<file path="config.mk">
export PLATFORM = sky130hd
export DESIGN_NAME = input_port_ctrl
export DESIGN_NICKNAME = d
export VERILOG_FILES = /design/src/rtl/input_port_ctrl.sv
export SDC_FILE = /design/constraint.sdc
export NUM_CORES = 1
export LEC_CHECK = 0
export ABC_AREA = 1
export ABC_CLOCK_PERIOD_IN_PS = 2000
export CELL_PAD_IN_SITES_DETAIL_PLACEMENT = 0
export CELL_PAD_IN_SITES_GLOBAL_PLACEMENT = 1
export CORE_ASPECT_RATIO = 1.2
export CORE_MARGIN = 2
export CORE_UTILIZATION = 44
export CTS_BUF_LIST = sky130_fd_sc_hd__clkbuf_4 sky130_fd_sc_hd__clkbuf_8
export DETAILED_ROUTE_END_ITERATION = 10
export PLACE_DENSITY = 0.78
export SYNTH_ARGS = -nofsm -noshare
export SYNTH_HDL_FRONTEND = slang
export SYNTH_SLANG_ARGS = --single-unit
</file>
<file path="constraint.sdc">
create_clock -name clk -period 2 [get_ports clk]
set_input_delay 0.2 -clock clk [delete_from_list [all_inputs] [get_ports clk]]
set_output_delay 0.2 -clock clk [all_outputs]
set_load 0.005 [all_outputs]
</file>
<file path="src/rtl/input_port_ctrl.sv">
// Switch/button input port: 2-FF syncs, debounced "enter" key, capture into a holding register for the CPU.
// Latency: capture on edge DEBOUNCE_CYCLES+2 after key_n is first sampled low; outputs are registered.
// Backpressure: none; a capture over an unread byte overwrites it and sets the sticky overrun flag.
module input_port_ctrl #(
  parameter int DEBOUNCE_CYCLES = 1000000,
  parameter int CNT_W           = 20
) (
  input  logic       clk,
  input  logic       rst,
  input  logic [7:0] sw,
  input  logic       key_n,
  input  logic       rd,
  output logic [7:0] data,
  output logic       valid,
  output logic       overrun,
  output logic       press
);

  typedef enum logic [1:0] {IDLE, WAIT_PRESS, PRESSED, WAIT_RELEASE} state_t;

  localparam logic [CNT_W-1:0] CNT_MAX = CNT_W'(DEBOUNCE_CYCLES);
  localparam logic [CNT_W-1:0] CNT_ONE = CNT_W'(1);

  logic       key_m_q, key_m_d, key_s_q, key_s_d;
  logic [7:0] sw_m_q, sw_m_d, sw_s_q, sw_s_d;
  state_t     state_q, state_d;
  logic [CNT_W-1:0] cnt_q, cnt_d;
  logic [7:0] data_q, data_d;
  logic       valid_q, valid_d;
  logic       overrun_q, overrun_d;
  logic       press_q, press_d;
  logic       capture;

  // Two-stage synchronizers: nothing downstream ever looks at the raw pins.
  always_comb begin
    key_m_d = key_n;
    key_s_d = key_m_q;
    sw_m_d  = sw;
    sw_s_d  = sw_m_q;
  end

  // Debounce FSM: a level must hold for the full window before it is accepted.
  always_comb begin
    state_d = state_q;
    cnt_d   = cnt_q;
    capture = 1'b0;
    case (state_q)
      IDLE: begin
        if (!key_s_q) begin
          state_d = WAIT_PRESS;
          cnt_d   = CNT_ONE;
        end
      end
      WAIT_PRESS: begin
        if (key_s_q) begin
          state_d = IDLE;
          cnt_d   = '0;
        end else if (cnt_q == CNT_MAX) begin
          state_d = PRESSED;
          capture = 1'b1;
        end else begin
          cnt_d = cnt_q + CNT_ONE;
        end
      end
      PRESSED: begin
        if (key_s_q) begin
          state_d = WAIT_RELEASE;
          cnt_d   = CNT_ONE;
        end
      end
      WAIT_RELEASE: begin
        // Bounce back low during release is the same press: no new capture.
        if (!key_s_q) begin
          state_d = PRESSED;
        end else if (cnt_q == CNT_MAX) begin
          state_d = IDLE;
          cnt_d   = '0;
        end else begin
          cnt_d = cnt_q + CNT_ONE;
        end
      end
      default: begin
        state_d = IDLE;
        cnt_d   = '0;
      end
    endcase
  end

  // Holding register, valid/overrun bookkeeping and the one-cycle press pulse.
  always_comb begin
    data_d    = data_q;
    valid_d   = valid_q;
    overrun_d = overrun_q;
    press_d   = capture;
    if (capture) begin
      data_d  = sw_s_q;
      valid_d = 1'b1;
      // A coincident read consumed the old byte, so only an unread one counts as lost.
      if (valid_q && !rd) begin
        overrun_d = 1'b1;
      end
    end else if (rd && valid_q) begin
      valid_d   = 1'b0;
      overrun_d = 1'b0;
    end
  end

  // State registers with asynchronous active-low reset.
  always_ff @(posedge clk or negedge rst) begin
    if (!rst) begin
      key_m_q   <= 1'b1;
      key_s_q   <= 1'b1;
      sw_m_q    <= 8'h00;
      sw_s_q    <= 8'h00;
      state_q   <= IDLE;
      cnt_q     <= '0;
      data_q    <= 8'h00;
      valid_q   <= 1'b0;
      overrun_q <= 1'b0;
      press_q   <= 1'b0;
    end else begin
      key_m_q   <= key_m_d;
      key_s_q   <= key_s_d;
      sw_m_q    <= sw_m_d;
      sw_s_q    <= sw_s_d;
      state_q   <= state_d;
      cnt_q     <= cnt_d;
      data_q    <= data_d;
      valid_q   <= valid_d;
      overrun_q <= overrun_d;
      press_q   <= press_d;
    end
  end

  assign data    = data_q;
  assign valid   = valid_q;
  assign overrun = overrun_q;
  assign press   = press_q;

endmodule

</file>
-- Yosys cells after proc, flatten, opt, wreduce, memory -nomap -nowiden
Index checks and enable logic that the tools add are counted.
- $mul: 0
- add/sub/neg operators: 1
- divide/modulo/power cells: 0
- bitwise logic cells: 0
- equality and inequality tests: 11
- shift operators: 0
- muxes and demuxes: 21
- $lt $le $gt $ge: 0
- reduce and logical (&&, ||, !) cells: 8
- operators with widths (cell ; number):
    $mux 20 ; 6
    $pmux 20 s4 ; 1
    $add 20x1->20 const B ; 1
    $eq 20x20->1 const B ; 1
    $mux 2 ; 6
    $ne 3x3->1 const B ; 3
    $pmux 2 s4 ; 1
    $reduce_and 4->1 ; 2
    $mux 1 ; 7
    $ne 2x2->1 const B ; 3
    $eq 2x2->1 const B ; 2
    $eq 2x1->1 const B ; 1
    $logic_and 1x1->1 ; 2
    $logic_not 2->1 ; 1
    $ne 2x1->1 const B ; 1
    $reduce_and 2->1 ; 1
    $reduce_bool 2->1 ; 1
    $logic_not 1->1 ; 1
- word-level logic and storage cells: 51
- memory bits (read-only): 0
- bits in writable memories: 0
- register bits after elaboration: 51
- bits in latches: 0
- output and inout port bits: 11
- memories: 0
- input port bits: 12

-- Logic depth before layout (Yosys ltp)
- depth after elaboration: 6
- mapped depth: 11
- gate-level depth less buffers: 11

-- Worst setup path before layout
No wires, ideal clock.
- path kind: reg-to-reg
- start point: register cnt_q[0]
- end point: register cnt_q[4]
- clock period less this slack: 1.518 ns
- arrival: 1.398 ns
- data required time: 1.881 ns
- stages on the path, launching flop included: 11
- setup time: 0.119 ns
- path slack: 0.482 ns
- path buffers: 1
- cells stage by stage: dfrtp_1 > inv_1 > ha_1 > nand3_2 > nor2_4 > nand4_4 > nand2_4 > inv_4 > buf_6 > nand2_2 > o21ai_2
- cells in the longest elaborated chain, start to end: 4
- elaborated cells on any way between the ends: 9
- classes of those cells: 1 x add/sub; 2 x eq/ne; 5 x mux; 1 x reduce/logical
- RTL lines (what ; RTL line ; RTL):
    start: declaration ; 27 ; logic [CNT_W-1:0] cnt_q, cnt_d;
    start signal: assignment ; 127 ; cnt_q <= cnt_d;
    $add 20x1->20 or $eq 20x20->1 (tied branches) ; - ;
    $mux 20, on equally long branches ; 75, 58 ;
    $mux 20, on equally long branches ; 73, 55 ;
    $pmux 20 s4 ; 47 ; case (state_q)
Several ways; a longest one is shown, not always the timed one. The select of a mux whose other input is x is not followed.
A chain may end at the register's enable or synchronous reset.

-- Worst setup path after layout
- start point: register cnt_q[0]
- end point: register cnt_q[17]
Same word-level chain as after synthesis.

==> summary.md <==
| Metric | Value |
|---|---|
| Critical path arrival | between 1.5 and 2 ns |
| Syn_nets | around 330 |
| Crit Path Class | flop to flop |
| Global-route wire length before repair | approximately 9400 um |
| Fin worst setup slack | between 0.2 and 0.3 ns |
| Highest Clock Rate | 574 MHz |
| Ys flop type | dfrtp_1 |
| HPWL after DPL | 4050 um |
| P&R area growth vs syn | 16.4% |
| DRT Pass-1 Iters | 4 |
| Post-synth design cell area | around 2500 sq um |
| FILL cells | approximately 560 |
| Clock latency on the worst-skew pair | roughly 0.31 ns |
| Most common cell after layout, fill and taps aside | nand2_1 |
| Mux cell area share after synthesis | 0 |
| I/O pin count | 23 |
| Worst reg2reg endpoint | cnt_q[17] |
| Via count | ~2,100 |
| Core region area | 5630 sq um |
| Die width | roughly 73 um |
| Count of different cell masters after synthesis | 34 |
| Gr usage total | 0.191 |
| Crit-path cells | inv_1 -> ha_1 -> nand3_2 -> nor2_4 -> nand3_1 -> nand2_1 -> inv_1 -> nand2_1 -> nand2_1 -> nand2_1 -> nand2_1 |
| Register bit total from synthesis | slightly above 50 |
| Crit-path most repeated cell | nand2_1 |
| Iteration-0 DRC Markers | 76 |
| Design Power | ~1.8 mW |
| Worst hold stages | 1 |
| Yosys warning count | 0 |
| Post-synthesis compound-gate area fraction | 0.0610 |
| RD Place Congestion | 0.836 |
| Pwr Density | just over 600 nW/um^2 |
| Post-route setup TNS | 0 ns |
| Residual DRC count | 0 |
| Xor-xnor portion of the synthesized cell area | 0.0103 |
| Flop-to-flop setup slack | roughly 0.26 ns |
| Final setup viols | 0 |
| Final count of pins violating max slew | 0 |
| Die Ht | 87.3 um |
| Num CTS Buffers | 5 |
| Register area share after synthesis | 0.502 |
| Slew headroom | 0.790 |
| Crit path time final | between 1.5 and 2 ns |
| CP startpoint kind | flop |
| CP required | ~2.2 ns |
| Clock root cell | clkbuf_8 |
| Fin nets | about 360 |
| Reg2reg start | cnt_q[0] |
| Initial Util | 0.452 |
| Leak | 1.46 nW |
| Worst-margin pin slew | 0.313 ns |
| CP max stage delay | around 0.42 ns |
| Simple-gate share of the synthesized area | 0.348 |
| Most frequent cells in the layout | nand2_1 (113), dfrtp_1 (49), inv_1 (32) |
| CP Max Fanout | 6 |
| Async set-reset flop share out of synthesis | 1.00 |
| Critical path's top delay family | simple AND/OR/NAND/NOR gates |
| Synth Area per Inst | 8.00 sq um |
| Ant. Diodes | 0 |
| CP bufs+invs | 2 |
| Number of global-route vias before repair | between 2,000 and 2,500 |
| Row count | 30 |
| DIE AREA | 6410 sq um |
| Post-synth EDFFs | 0 |
| DP Worst Slack | 0.280 ns |
| Mapped Cells | 318 |
| Port buffer count | 22 |
| Total Routed Length | about 5500 um |
| Pin count of the biggest net entering global routing | 52 |
| Vias/cell | 5.03 |
| Drt wl/cell | 13.2 um |
| Worst Skew | roughly 0.02 ns |
| Resized cells post-CTS | 0 |
| Post-CTS setup buffer count | 0 |
| Initial antenna violation count | 0 |
| Tcrit/Tclk final | 0.871 |
| Final hold vios | 0 |
| Crit end category | flop |
| R2r worst-path depth | 11 |
| H-tree Lvls | 2 |
| Synth Area in Adders | 0.00983 |
| Hold EP | key_m_q |
| CTS tree | yes |
| Slowest cell on crit path | dfrtp_1 |
| Largest family of logic cells by synthesized area | simple AND/OR/NAND/NOR gates |
| Max-Cap Viols | 0 |
| Proportion of layout cells with a drive suffix above 1 | 0.117 |
| Min-delay src | key_n |
| RSZ-0062 raised after global routing | no |
| Reg clk slew, reported paths | between 0.1 and 0.15 ns |
| HP Class | primary input to flop |
| Post-route ant nets | 0 |
| Sinks on Clock Net | between 50 and 60 |
| Gr ovfl total | 0 |
| Clock Path Buffers | 2 |
| Status | finished clean |
| Maximum VDD drop | ~0.32 mV |
sequential cells by signal, summed over array words and instances, names as in the netlist, named ones only:
| name | flops |
|---|---|
| cnt_q | 20 |
| data | 8 |
| key_m_q | 1 |
| key_s_q | 1 |
| overrun | 1 |
| press | 1 |
| state_q | 1 |
| sw_m_q | 8 |
| sw_s_q | 8 |
| valid | 1 |
stage by stage:
step | instance area, sq um | utilization | cells | hold WS [ns]
final | 2960 | 0.526 | 413 | 0.305
after CTS | 2960 | 0.526 | 413 | 0.300
after global placement | 2850 | 0.507 | 404 | 0.210
after detailed placement | 2850 | 0.507 | 404 | 0.212
after floorplan | 2540 | - | 318 | -0.0956
after global routing | 2960 | 0.526 | 413 | 0.304
synth_stat cells, drive strengths merged (2+ instances only):
cell type,number,area share
nand3,29,0.059
a21oi,6,0.016
inv,37,0.056
nor3,4,0.0079
nor2,34,0.064
xor2,3,0.010
nand4,8,0.026
o21ai,12,0.029
dfrtp,49,0.48
ha,2,0.0098
nand2,119,0.18
buf,3,0.0093
a211oi,2,0.0059
dfstp,2,0.021
nand3b,2,0.0059
how the worst max path moves through the flow:
stage          startpoint   endpoint  slack, ns  cells past startpoint
2_1_floorplan    cnt_q[0]   cnt_q[4]       0.48                     10
3_3_place_gp     cnt_q[0]  cnt_q[17]       0.31                     11
3_5_place_dp     cnt_q[0]  cnt_q[17]       0.28                     11
4_1_cts          cnt_q[0]  cnt_q[17]       0.26                     11
5_1_grt          cnt_q[0]  cnt_q[17]       0.11                     11
6_report         cnt_q[0]  cnt_q[17]       0.26                     11
layout make-up:
class                           count  area, sq um  area share
Clock buffer                        5         68.8      0.0232
Clock inverter                      3         28.8     0.00972
Inverter                           38          145      0.0490
Multi-Input combinational cell    225         1090       0.369
Sequential cell                    51         1280       0.432
Tap cell                           64         80.1      0.0270
Timing Repair Buffer               27          268      0.0904
logic make-up (layout without fill, tap and decap cells):
family	after synthesis	after routing
AO/OA/AOI/OAI	23	23
XOR/XNOR	3	3
AND/OR/NAND/NOR	197	197
buffers and inverters	42	73
adder cells (fa/ha/maj)	2	2
flip-flops	51	51
report_power, final:
| part | total [mW] | switching [mW] | internal (mW) |
|---|---|---|---|
| Sequential | 1.07 | 0.0128 | 1.06 |
| Combinational | 0.118 | 0.0728 | 0.0449 |
| Clock | 0.623 | 0.363 | 0.260 |
| Total | 1.81 | 0.449 | 1.36 |
metal layers:
layer	part of all wire	global-route usage	wire length, um
met1	0.46	0.240	2500
met2	0.50	0.342	2750
met3	0.023	0.0220	127
met4	0.016	0.0562	85
met5	0	0	0
repair_timing:
action                                  in CTS  in global routing
hold buffers                                 1                  0
hold endpoints to repair                    49                  0
endpoints found under the setup margin       0                  0
Power figures use the tool's default switching activity.
